### src/rtl/locker_users.sv
// -----------------------------------------------------------------------------
// locker_users
//   Multi-user password checker for the digital locker. Four 12-bit passwords
//   are fixed at elaboration; User selects which one an attempt is compared
//   against. A rising edge on Enter is one attempt. A correct attempt opens
//   the locker. Consecutive wrong attempts are counted across all users. When
//   the count reaches MAX_TRIES, the block latches Alarm and ignores every
//   further attempt until Reset.
//
// Ports
//   Clk     in   1   system clock, all state changes on its rising edge
//   Reset   in   1   synchronous active-high reset
//   User    in   2   user select, sampled at the attempt edge
//   PassIn  in  12   entered password, sampled at the attempt edge
//   Enter   in   1   attempt strobe (only its 0->1 transition counts)
//   Access  out  1   registered, high while the last evaluated attempt matched
//   Count   out  2   registered consecutive-failure count, saturates at MAX_TRIES
//   Alarm   out  1   registered, high once lockout has occurred
// -----------------------------------------------------------------------------
module locker_users #(
    parameter logic [11:0] PASS0     = 12'h3C5,
    parameter logic [11:0] PASS1     = 12'hF2A,
    parameter logic [11:0] PASS2     = 12'h7B1,
    parameter logic [11:0] PASS3     = 12'hD46,
    parameter int unsigned MAX_TRIES = 3
) (
    input  logic        Clk,
    input  logic        Reset,
    input  logic [1:0]  User,
    input  logic [11:0] PassIn,
    input  logic        Enter,
    output logic        Access,
    output logic [1:0]  Count,
    output logic        Alarm
);

    // Legal MAX_TRIES range is 1..3, so it always fits the 2-bit Count.
    localparam logic [1:0] MAX_TRIES_C = 2'(MAX_TRIES);

    typedef enum logic [1:0] {
        ST_LOCKED = 2'd0,
        ST_OPEN   = 2'd1,
        ST_ALARM  = 2'd2
    } state_t;

    state_t      state_r;
    logic        enter_q;
    logic        attempt_s;
    logic [11:0] expected_s;
    logic        match_s;
    logic [1:0]  fail_cnt_s;

    // Attempt detection, password selection and the failure count a mismatch would produce.
    always_comb begin
        attempt_s  = Enter & ~enter_q;
        expected_s = 12'h000;
        case (User)
            2'd0:    expected_s = PASS0;
            2'd1:    expected_s = PASS1;
            2'd2:    expected_s = PASS2;
            2'd3:    expected_s = PASS3;
            default: expected_s = PASS0;
        endcase
        match_s = (PassIn == expected_s);
        // Leaving OPEN always restarts the count at one. In LOCKED the count is
        // still below MAX_TRIES, so the increment cannot wrap.
        if (state_r == ST_OPEN) begin
            fail_cnt_s = 2'd1;
        end else begin
            fail_cnt_s = Count + 2'd1;
        end
    end

    // Lock state machine with registered outputs and the Enter history flop.
    always_ff @(posedge Clk) begin
        if (Reset) begin
            state_r <= ST_LOCKED;
            enter_q <= 1'b0;
            Access  <= 1'b0;
            Count   <= 2'd0;
            Alarm   <= 1'b0;
        end else begin
            enter_q <= Enter;
            if (attempt_s) begin
                case (state_r)
                    ST_LOCKED, ST_OPEN: begin
                        if (match_s) begin
                            state_r <= ST_OPEN;
                            Access  <= 1'b1;
                            Count   <= 2'd0;
                        end else if (fail_cnt_s == MAX_TRIES_C) begin
                            state_r <= ST_ALARM;
                            Access  <= 1'b0;
                            Count   <= fail_cnt_s;
                            Alarm   <= 1'b1;
                        end else begin
                            state_r <= ST_LOCKED;
                            Access  <= 1'b0;
                            Count   <= fail_cnt_s;
                        end
                    end
                    ST_ALARM: begin
                        // Lockout: every attempt is ignored until Reset.
                        state_r <= ST_ALARM;
                    end
                    default: begin
                        // An unreachable encoding falls back to the safe closed state.
                        state_r <= ST_LOCKED;
                        Access  <= 1'b0;
                        Count   <= 2'd0;
                        Alarm   <= 1'b0;
                    end
                endcase
            end
        end
    end

endmodule

### config.mk
export PLATFORM = sky130hd
export DESIGN_NAME = locker_users
export DESIGN_NICKNAME = d
export VERILOG_FILES = /design/src/rtl/locker_users.sv
export SDC_FILE = /design/constraint.sdc
export NUM_CORES = 1
export LEC_CHECK = 0
export CAP_MARGIN = 20
export CORE_AREA = 2 2 39 41
export DETAILED_ROUTE_END_ITERATION = 7
export DIE_AREA = 0 0 41 43
export HOLD_SLACK_MARGIN = 0.12
export PLACE_DENSITY = 0.72
export SYNTH_ARGS = -nofsm -noshare
export SYNTH_HDL_FRONTEND = slang
export SYNTH_SLANG_ARGS = --single-unit
### constraint.sdc
create_clock -name Clk -period 2.5 [get_ports Clk]
set_clock_uncertainty 0.1 [all_clocks]
set_input_delay 0.375 -clock Clk [delete_from_list [all_inputs] [get_ports Clk]]
set_output_delay 0.375 -clock Clk [all_outputs]
set_load 0.005 [all_outputs]
---- Word level (Yosys, flattened, before mapping) ----
Index checks and enable logic that the tools add are counted.
word-level totals
  bits in registers ....................... 7
  input bits .............................. 17
operators by class
  $add $sub $neg .......................... 1
  equal/unequal tests ..................... 9
  multiplexer cells ....................... 12
  bitwise operators ....................... 3
  reductions and logical operators ........ 5
operator list
  cell                                                                    number
  12-bit case mux with 4 select lines                                     1
  12-bit equality test                                                    1
  2-bit equality test (second input constant)                             4
  2-bit 2-to-1 mux                                                        4
  2-bit case mux with 2 select lines                                      2
  2-bit by 1-bit equality test with 1-bit output (second input constant)  2
  2-bit zero test                                                         2
  2-bit inequality test (second input constant)                           2
  1-bit case mux with 2 select lines                                      2
  4-bit AND reduction                                                     1
  1-bit 2-to-1 mux                                                        3
  2-bit by 1-bit adder with 2-bit output (second input constant)          1
  1-bit NOT                                                               2
  2-bit AND reduction                                                     1
  2-bit OR reduction                                                      1
  1-bit bitwise AND                                                       1

---- Logic depth before layout (Yosys ltp) ----
Gate-level depths: netlist (run 1).
  word-level depth ........................ 6
  gate-level depth with buffers ........... 7
  gate-level depth less buffers ........... 7

---- Least setup slack after synthesis (run 1) ----
Ideal clock, no wire load.
  path kind ............................... input -> register
  start point ............................. input User[0]
  end point ............................... register Access
  library setup time ...................... 66 ps
  data arrival time ....................... 2094 ps
  data required time ...................... 2334 ps
  slack ................................... 240 ps
  cell stages on the path ................. 7
  path buffers ............................ 0
  path through ............................ inv_1 -> ha_1 -> and4bb_2 -> o22ai_1 -> or4_4 -> or3_4 -> a21oi_2
on the way
  cells in the longest elaborated chain, start to end .. 5
RTL lines
  element                                            line  text
  from (decl)                                        29    input logic [1:0] User,
  2-bit equality test, or another cell as far along  57    case (User)
  12-bit case mux with 4 select lines (*)            57
  12-bit equality test (*)                           64    match_s = (PassIn == expected_s);
  1-bit 2-to-1 mux (*)                               87    if (match_s) begin
  1-bit case mux with 2 select lines (*)             85    case (state_r)
  to (signal assigned)                               89    Access <= 1'b1;
  to (signal assigned)                               93    Access <= 1'b0;
  to (signal assigned)                               98    Access <= 1'b0;
  to (decl)                                          32    output logic Access,
Every way passes the cells marked *; elsewhere a longest branch is shown, timed or not. The select of a mux whose other input is x is not followed.
A chain may end at the register's enable or synchronous reset.

---- Worst setup path after layout (run 1) ----
Same ends and word-level chain as after synthesis.

==> summary.txt, run 1 <==
Outcome
  – Status: finished clean

Yosys
  – Sequential fraction of the synthesis area: 27.72%
  – Yosys warnings: 0
  – Share of the synthesized area in the top cell type: about 28%
  – Synth Net Count: 80
  – Area leader, netlist: dfxtp_1
  – Leading post-synthesis cells by cell area: dfxtp_1 28%, ha_1 9.9%, inv_1 4.5%
  – Post-Syn Area: approximately 500 um^2
  – Library cells used by synthesis: 30
  – Cells after synthesis: 59
  – Avg Synthesized Cell Area: 8.568 um^2
  – FF+latch count, synth: 7

CTS
  – Clk_lat worst skew: approximately 250 ps
  – Sink Count: 7
  – Total CTS buffers: 3
  – Worst-path clk slew: approximately 50 ps
  – Root Buffer: clkbuf_4
  – Clock buffer depth: 2
  – Maximum level of the CTS H-tree: 1
  – CTS tree: built

Floorplanning
  – Chip height: ~43 um
  – Die width: a little over 40 um
  – Core area: 0.001384 mm^2
  – Initial Util: a little over a third
  – FP Rows: 14
  – Number of I/O pins: 21
  – Die Area: ~0.0018 mm^2

GRT
  – Largest net degree at the start of global routing: 9
  – All-Layer GR Usage: 15.42%
  – Vias in the first global route: a little over 500
  – First-pass GRT wire length: just under 2000 um
  – GRT overflow: 0
  – Initial antenna violation count: 0

Finish
  – Final nets: 111
  – Synthesis-to-layout area growth: 64.11%
  – Sequential Area: approximately 140 um^2
  – Multi-input combinational cell area: ~370 um^2
  – Final instance area: around 830 um^2
  – Filler instances: 127
  – # diodes: 0
  – Share of cells above drive strength 1: roughly a quarter

Placement
  – HPWL Detailed: 961.1 um
  – Port bufs: 20
  – Placed Area: ~760 um^2
  – GPL Wtd Cong: about 0.70

Timing
  – Minimum clock period: between 2000 and 2500 ps
  – Slew at the pin with the worst max-slew slack: a little under 400 ps
  – Fin. max-slew vios: 0
  – RSZ-0062 raised after global routing: no
  – Final period util: 92.08%
  – Max frequency: 434.4 MHz
  – Slew headroom: between 70% and 80%
  – Final hold violations: 0
  – Final Setup Violations: 0

Critical path
  – Setup Crit Path Kind: in2reg
  – Crit-path leading delay family: simple AND/OR/NAND/NOR gates
  – Worst setup EP type: register
  – Worst EP required: ~2600 ps
  – CP Launch Type: input port
  – Critical path arrival: around 2400 ps
  – Crit path cell chain: dlygate4sd2_1, inv_1, ha_4, and4bb_2, o22ai_1, or4_4, or3_4, a21oi_2
  – Worst path buffer plus inverter count: 2
  – Slowest cell on crit path: or4_4
  – CP peak stage delay: roughly 560 ps
  – CP Max Fanout: 4

Detailed routing
  – Final WL: between 1000 and 1500 um
  – DR vias/cell: 5.200
  – Drt first pass iters: 4
  – Post-route DRC: 0
  – Avg WL per Cell: around 11 um
  – ANT nets after route: 0
  – Vias: about 550
  – Starting DRC count in detailed routing: 5

Power
  – LEAKAGE: ~0.00034 uW
  – Total power draw: 379.5 uW
  – Max IR drop VDD: between 0.15 and 0.2 mV
  – Cell area power density: between 400 and 500 mW/mm^2

Job
  – Max-Cap Viols: 0

Hold path
  – Worst hold path class: reg2reg
==> sequential cells by signal, summed over array words and instances, names as in the netlist <==
signal	flops
enter_q	1
Access	1
Count	2
Alarm	1
state_r	2
==> cell type report <==
cell class	count	area share (%)
flip-flops and latches	7	16.89
repair buffers	26	29.71
clock buffers	4	3.167
inverters	6	2.715
well taps	16	2.413
multi-input cells	46	45.10
==> synth_stat cells (all sizes together) <==
| library cell | number |
|---|---|
| o22a | 1 |
| and2 | 1 |
| a32o | 1 |
| dfxtp | 7 |
| nor4 | 1 |
| and4bb | 1 |
| nor3 | 2 |
| or4 | 1 |
| xor2 | 2 |
| nand2 | 5 |
| ha | 4 |
| and3 | 2 |
| o2111ai | 1 |
| a41oi | 1 |
| a21oi | 3 |
| xnor2 | 2 |
| mux2i | 1 |
| o21a | 2 |
| inv | 6 |
| and3b | 1 |
| nand3 | 3 |
| a211oi | 1 |
| nor2b | 2 |
| o21ai | 3 |
| nand2b | 1 |
| o22ai | 1 |
| nor2 | 1 |
| or3 | 1 |
| o21bai | 1 |
==> path summary, 6_finish.rpt <==
kind                                              start                    end  slack [ps]  cells after the start
worst max-delay path                            User[0]    Access$_SDFFE_PP0P_         200                      8
worst min-delay path                Access$_SDFFE_PP0P_    Access$_SDFFE_PP0P_         360                      2
worst max register to register  state_r[1]$_SDFFE_PP0P_  Count[1]$_SDFFE_PP0P_        1160                      5
worst min register to register      Access$_SDFFE_PP0P_    Access$_SDFFE_PP0P_         360                      2
==> cells in the final DEF, fill, tap and decap left out, types with 2 or more instances in the layout <==
cell              n
a21oi_2           2
and3_2            2
buf_4             6
clkbuf_4          3
clkdlybuf4s50_1  18
dfxtp_1           7
ha_1              2
inv_1             5
nand2_1           5
nand3_1           3
nor2b_1           2
o21a_1            2
o21ai_0           3
xnor2_1           2
xor2_1            2
==> kinds of logic (layout without fill, tap and decap cells) <==
| logic type | Yosys count | count (layout) | synth area share, % |
|---|---|---|---|
| XOR/XNOR | 4 | 4 | 6.932 |
| buffers and inverters | 6 | 36 | 4.455 |
| multiplexers | 1 | 1 | 1.980 |
| flip-flops | 7 | 7 | 27.72 |
| adder cells (fa/ha/maj) | 4 | 4 | 9.901 |
| AO/OA/AOI/OAI | 15 | 15 | 21.78 |
| AND/OR/NAND/NOR | 22 | 22 | 27.23 |
==> what timing repair did <==
| item | 4_1_cts | 5_1_grt |
|---|---|---|
| buffers inserted | 1 | 0 |
| hold buffers | 0 | 0 |
| endpoints found under the setup margin | 4 | 5 |
| pin swaps | 2 | 3 |
| resized for setup | 2 | 6 |
==> metal layers <==
layer	track usage [%]	vias to the layer above	part of all wire, %	wire length [um]
li1	-	274	-	-
met1	16.88	247	41	493
met2	27.81	23	53	636
met3	1.571	2	5.5	66
met4	6.000	0	0.66	8
met5	0	-	0	0
==> worst min-delay path, cell delays in order, from the launching register on <==
cell and delay (ps):
dfxtp_1 300, nand2_1 70, a21oi_2 50
==> power breakdown <==
group / switching [uW] / internal (uW)
clock: 42.9 / 61.0
sequential: 20.0 / 128
combinational: 44.1 / 83.2
total: 107 / 273
==> through the flow <==
stage               utilization, %  hold slack (ps)  cells  setup slack, ps  TNS [ps]
finish                       59.95            361.4    105            197.9         0
global route                 59.95            380.7    105            160.1         0
CTS                          58.05            364.5    105            29.00         0
detailed placement           55.15            356.5    100           -355.4     -1527
global placement             55.15            350.2    100           -288.3     -1182
floorplan                        -            337.4     59            239.5         0
Power figures use the tool's default switching activity.
==> inputs of run 2 (changes only) <==
--- a/config.mk
+++ b/config.mk
@@ -6,9 +6,9 @@
 export NUM_CORES = 1
 export LEC_CHECK = 0
 export CAP_MARGIN = 20
-export CORE_AREA = 2 2 39 41
+export CORE_MARGIN = 2
+export CORE_UTILIZATION = 36
 export DETAILED_ROUTE_END_ITERATION = 7
-export DIE_AREA = 0 0 41 43
 export HOLD_SLACK_MARGIN = 0.12
 export PLACE_DENSITY = 0.72
 export SYNTH_ARGS = -nofsm -noshare
==> constraint.sdc (replaced) <==
create_clock -name Clk -period 2 [get_ports Clk]
set_clock_uncertainty 0.1 [all_clocks]
set_input_delay 0.3 -clock Clk [delete_from_list [all_inputs] [get_ports Clk]]
set_output_delay 0.3 -clock Clk [all_outputs]
set_load 0.1 [all_outputs]
==> run 2 against run 1 <==
Compared with the run above:
- flip-flop and latch count stayed put
- count of clock-buffer cells in the layout unchanged
- hold slack gained 9.8 ps
- largest cell class unchanged
- largest power group is now combinational logic
==> summary.txt, run 2 (synthesis gave the netlist of run 1 again) <==
Critical path
  – CP Launch Type: input port
  – R2R setup slack: 740 ps (-420 ps)
  – RR Startpoint: state_r[1]$_SDFFE_PP0P_
  – Worst r2r path cells: 5 (unchanged)
  – Critical path arrival: 2060 ps (-330 ps)
  – Setup Crit Path Kind: in2reg
  – RR Endpoint: Count[1]$_SDFFE_PP0P_
  – Worst setup EP type: register
  – Worst setup path start: User[1]
  – Worst EP required: 2090 ps (-500 ps)
  – CP Max Fanout: 5 (+1)

CTS
  – Maximum level of the CTS H-tree: 1 (unchanged)
  – Worst-path clk slew: 50 ps (about the same)
  – Clk_lat worst skew: 250 ps (about the same)
  – Root Buffer: clkbuf_4
  – Total CTS buffers: 3 (unchanged)
  – Clock buffer depth: 2 (unchanged)
  – Sink Count: 7 (unchanged)
  – CTS tree: built

Timing
  – Minimum clock period: approximately 2000 ps
  – Final hold violations: 0 (unchanged)
  – Final Setup Violations: 0 (unchanged)
  – Final worst-path setup slack: 24.20 ps (-173.7 ps)
  – Fin. max-slew vios: 0 (unchanged)
  – Max frequency: 506.1 MHz
  – Final period util: 98.79%
  – Slew at the pin with the worst max-slew slack: 321.6 ps (-67.52 ps)
  – Slew headroom: 78.34% (+4.5 points)

Placement
  – Post-placement cell count: 98 (-2.0%)
  – GPL Wtd Cong: 0.7611 (+9.4%)
  – HPWL Detailed: 912.1 um (-5.1%)
  – Port bufs: 20 (unchanged)
  – Placed Area: 775.7 um^2 (+1.6%)
  – Pre-CTS WS: -708.7 ps (-353.3 ps)

Finish
  – Share of cells above drive strength 1: 34.48% (+9.8 points)
  – Final nets: 109 (-1.8%)
  – # diodes: 0 (unchanged)
  – Synthesis-to-layout area growth: 66.58%
  – Most frequent cells in the layout: 9 x buf_4, 7 x dfxtp_1, 7 x clkdlybuf4s50_1, 7 x dlymetal6s2s_1, 5 x nand2_1
  – Filler instances: 115 (-9.4%)
  – Final instance area: 842.1 um^2 (+1.5%)
  – Non-filler instance count after layout: 102 (-2.9%)
  – Largest registers: Count (2), state_r (2)
  – Commonest non-fill, non-tap cell in the layout: buf_4

GRT
  – Vias in the first global route: 522 (+2.4%)
  – Initial antenna violation count: 0 (unchanged)
  – All-Layer GR Usage: 14.86% (-0.55 points)
  – Largest net degree at the start of global routing: 8 (-1)
  – GRT overflow: 0 (unchanged)
  – First-pass GRT wire length: 1973 um (+1.8%)

Hold path
  – Worst hold path class: reg2reg
  – Hold Crit Endpoint: Access$_SDFFE_PP0P_
  – Cell depth of the worst hold path: 2 (unchanged)
  – Hold Startpoint: Access$_SDFFE_PP0P_

Detailed routing
  – ANT nets after route: 0 (unchanged)
  – Avg WL per Cell: 11.71 um (+2.0%)
  – Drt first pass iters: 4 (unchanged)
  – Starting DRC count in detailed routing: 5 (unchanged)
  – DR vias/cell: 5.225 (+0.49%)
  – Post-route DRC: 0 (unchanged)
  – Final WL: 1194 um (-0.91%)
  – Vias: 533 (-2.4%)

Floorplanning
  – Initial Util: 38.85% (+2.3 points)
  – Number of I/O pins: 21 (unchanged)
  – Die width: 41.47 um (+1.1%)
  – Core area: 0.001301 mm^2 (-6.0%)
  – FP Rows: 13 (-1)
  – Die Area: 0.001720 mm^2 (-2.5%)
  – Chip height: 41.47 um (-3.6%)

Job
  – Max-Cap Viols: 0 (unchanged)

Power
  – Cell area power density: 686.2 mW/mm^2 (+50%)
  – Max IR drop VDD: 0.2450 mV (+32%)
  – LEAKAGE: 0.0004014 uW (+19%)

Outcome
  – Status: finished clean
run 2: cell types whose count changed in the layout (fill, tap and decap cells not counted), moves of 2 or more:
cell             delta
ha_2                +2
dlymetal6s2s_1      +6
buf_4               +3
clkdlybuf4s50_1    -11
ha_1                -2
run 2: final cells by class:
type	count	area (um^2)	share of cell area, %
clock buffers	4	26.28	3.120
inverters	6	37.54	4.458
multi-input cells	46	382.9	45.47
flip-flops and latches	7	140.1	16.64
well taps	15	18.77	2.229
repair buffers	24	236.5	28.08
run 2: metal layers:
layer,up-vias,wire length (um),track usage [%]
met2,17,631,28.75
li1,271,-,-
met3,4,55,3.043
met4,0,27,11.61
met1,241,480,12.80
met5,-,0,0
run 2: what timing repair did:
item | 4_1_cts | 5_1_grt
setup endpoints to repair | 6 | 4
hold buffers | 0 | 0
buffers inserted | 1 | 0
pin swaps | 6 | 12
gates resized for setup | 11 | 13
hold endpoints to repair | 0 | 0
run 2: worst max-delay path by stage:
stage	endpoint	slack [ps]
2_1_floorplan	Access$_SDFFE_PP0P_	-7
3_3_place_gp	state_r[0]$_SDFFE_PP0P_	-680
3_5_place_dp	Access$_SDFFE_PP0P_	-710
4_1_cts	Access$_SDFFE_PP0P_	-100
5_1_grt	state_r[0]$_SDFFE_PP0P_	-20
6_report	state_r[0]$_SDFFE_PP0P_	20
run 2: per-stage QoR:
step	setup TNS [ps]	hold slack (ps)	total power [uW]	util (%)
finish	0	371.2	577.8	64.71
global route	-23.96	400.6	611.9	64.71
CTS	-203.7	364.5	581.6	62.40
detailed placement	-3829	365.6	450.4	59.62
global placement	-3684	357.9	448.4	59.62
floorplan	-19.95	262.4	365.8	-
run 2: worst max-delay path, cell delays in order:
cell and delay [ps]:
buf_6 110, inv_12 30, ha_4 230, and4bb_2 300, o22ai_2 60, or4_4 540, or3_4 360, a21oi_2 130
run 2: report_power, final:
group          total (uW)  internal [uW]  leakage (uW)  switching [uW]
Sequential            182            160     0.0000573            21.0
Combinational         269           96.6      0.000329             172
Clock                 128           76.1     0.0000150            51.6
Total                 578            333      0.000401             245
==> inputs of run 3 (changes only) <==
--- a/config.mk
+++ b/config.mk
@@ -7,10 +7,10 @@
 export LEC_CHECK = 0
 export CAP_MARGIN = 20
 export CORE_MARGIN = 2
-export CORE_UTILIZATION = 36
+export CORE_UTILIZATION = 35
 export DETAILED_ROUTE_END_ITERATION = 7
 export HOLD_SLACK_MARGIN = 0.12
-export PLACE_DENSITY = 0.72
+export PLACE_DENSITY = 0.7
 export SYNTH_ARGS = -nofsm -noshare
 export SYNTH_HDL_FRONTEND = slang
 export SYNTH_SLANG_ARGS = --single-unit
==> run 3 against run 2 <==
Compared with the run above:
- critical path depth is the same
- non-clock buffer count shrank 1
- worst setup slack improved by 16 ps
- maximum frequency grew 0.79%
- combinational power grew 2%
- design area grew 3.7%
- first-iteration DRC count decreased by 20%
- power grew 1.9%
- critical path type unchanged
==> summary.txt, run 3 (synthesis gave the netlist of run 1 again) <==
Floorplanning
  – Chip height: 42.01 um (+1.3%)
  – Number of I/O pins: 21 (unchanged)
  – Die width: 42.01 um (+1.3%)
  – Die Area: 0.001764 mm^2 (+2.6%)
  – FP Rows: 13 (unchanged)
  – Initial Util: 38.37% (-0.48 points)
  – Core area: 0.001318 mm^2 (+1.2%)

Critical path
  – RR Endpoint: Count[1]$_SDFFE_PP0P_
  – CP Max Fanout: 5 (unchanged)
  – Critical path arrival: 2050 ps (about the same)
  – Critical Path Sink: state_r[0]$_SDFFE_PP0P_
  – RR Startpoint: state_r[1]$_SDFFE_PP0P_
  – Worst r2r path cells: 5 (unchanged)
  – Worst setup EP type: register
  – Worst setup path start: User[1]
  – Setup Crit Path Kind: in2reg
  – R2R setup slack: 700 ps (-40 ps)
  – Worst EP required: 2090 ps (about the same)
  – CP Launch Type: input port

Detailed routing
  – Drt first pass iters: 5 (+1)
  – Post-route DRC: 0 (unchanged)
  – ANT nets after route: 0 (unchanged)
  – DR vias/cell: 5.267 (+0.80%)
  – Avg WL per Cell: 12.38 um (+5.7%)
  – Starting DRC count in detailed routing: 4 (-1)
  – Vias: 532 (-0.19%)
  – Final WL: 1250 um (+4.7%)

CTS
  – Post-CTS Setup Inserts: 0 (-1)
  – Total CTS buffers: 3 (unchanged)
  – Sink Count: 7 (unchanged)
  – Root Buffer: clkbuf_4
  – Clk_lat worst skew: 260 ps (about the same)
  – Clock buffer depth: 2 (unchanged)
  – CTS tree: built
  – Maximum level of the CTS H-tree: 1 (unchanged)
  – CTS Hold Buffers Added: 0 (unchanged)
  – Worst-path clk slew: 50 ps (about the same)

GRT
  – Vias in the first global route: 513 (-1.7%)
  – GR Util met2: 29.38% (+0.63 points)
  – Largest net degree at the start of global routing: 8 (unchanged)
  – First-pass GRT wire length: 1952 um (-1.1%)
  – Most Crowded Layer GR: met2
  – Initial antenna violation count: 0 (unchanged)
  – Met1 usage: 13.05% (+0.25 points)
  – GR Util met3: 1.724% (-1.3 points)
  – All-Layer GR Usage: 14.82% (-0.043 points)
  – GRT overflow: 0 (unchanged)

Power
  – Max IR drop VDD: 0.2895 mV (+18%)
  – Cell area power density: 674.1 mW/mm^2 (-1.8%)
  – Total power draw: 588.7 uW (+1.9%)
  – LEAKAGE: 0.0004122 uW (+2.7%)

Finish
  – Commonest non-fill, non-tap cell in the layout: dlymetal6s2s_1
  – # diodes: 0 (unchanged)
  – Filler instances: 116 (+0.87%)
  – Synthesis-to-layout area growth: 72.77%
  – Final nets: 108 (-0.92%)
  – Share of cells above drive strength 1: 33.72% (-0.76 points)
  – Largest registers: Count (2), state_r (2)
  – Most frequent cells in the layout: 8 x dlymetal6s2s_1, 7 x dfxtp_1, 7 x buf_4, 6 x clkdlybuf4s50_1, 5 x nand2_1

Timing
  – Final Setup Violations: 0 (unchanged)
  – Fin. max-slew vios: 0 (unchanged)
  – TNS Setup: 0 ps (unchanged)
  – Max frequency: 510.1 MHz (+0.79%)
  – Final hold violations: 0 (unchanged)
  – Slew headroom: 78.01% (-0.33 points)
  – Final period util: 98.01% (-0.78 points)
  – Minimum clock period: 1960 ps (-15.53 ps)
  – Slew at the pin with the worst max-slew slack: 326.4 ps (+4.877 ps)

Placement
  – GPL Wtd Cong: 0.7619 (+0.11%)
  – Port bufs: 20 (unchanged)
  – HPWL Detailed: 956.9 um (+4.9%)

Outcome
  – Status: finished clean

Hold path
  – Worst hold path class: reg2reg

Job
  – Max-Cap Viols: 0 (unchanged)
[run 3: worst min-delay path by stage]
stage,start,end,slack (ps),cells past startpoint
floorplan,Reset,Access$_SDFFE_PP0P_,260,1
global placement,Access$_SDFFE_PP0P_,Access$_SDFFE_PP0P_,360,2
detailed placement,Access$_SDFFE_PP0P_,Access$_SDFFE_PP0P_,370,2
CTS,Access$_SDFFE_PP0P_,Access$_SDFFE_PP0P_,380,2
global route,Access$_SDFFE_PP0P_,Access$_SDFFE_PP0P_,400,2
finish,Access$_SDFFE_PP0P_,Access$_SDFFE_PP0P_,370,2
[run 3: final cells by class]
class,count,area [um^2],share of cell area [%]
inverter,6,37.54,4.298
multi-input combinational,46,406.6,46.56
timing repair buffer,23,244.0,27.94
tap,15,18.77,2.149
sequential,7,140.1,16.05
clock buffer,4,26.28,3.009
[run 3: worst max-delay path, stage by stage]
cell and delay [ps]:
buf_12 100, inv_12 30, ha_4 230, and4bb_2 300
o22ai_2 60, or4_4 540, or3_4 360, a21oi_2 130
[run 3: report_power, final]
| part | internal (uW) | switching [uW] | leakage, uW |
|---|---|---|---|
| Combinational | 99.8 | 174 | 0.000340 |
| Clock | 76.4 | 55.6 | 0.0000150 |
| Sequential | 160 | 22.3 | 0.0000573 |
| Total | 337 | 252 | 0.000412 |
[run 3: through the flow]
step | hold WS (ps) | instances | worst slack, ps | area (um^2) | util, %
2_1_floorplan | 262.4 | 59 | -7.015 | 536.8 | -
4_1_cts | 377.4 | 102 | -100.6 | 814.5 | 61.82
3_3_place_gp | 361.1 | 98 | -681.2 | 775.7 | 58.88
6_report | 367.7 | 101 | 39.74 | 873.3 | 66.29
3_5_place_dp | 370.4 | 98 | -695.4 | 775.7 | 58.88
5_1_grt | 397.7 | 101 | -1.593 | 873.3 | 66.29
[run 3: per-layer routing]
layer	routed length [um]	part of all wire [%]
met3	61	4.9
met1	473	38
met5	0	0
met4	44	3.5
met2	671	54
[run 3: what timing repair did]
| action | in CTS | in global routing |
|---|---|---|
| setup endpoints to repair | 6 | 4 |
| pin swaps | 6 | 11 |
| resized for setup | 12 | 18 |
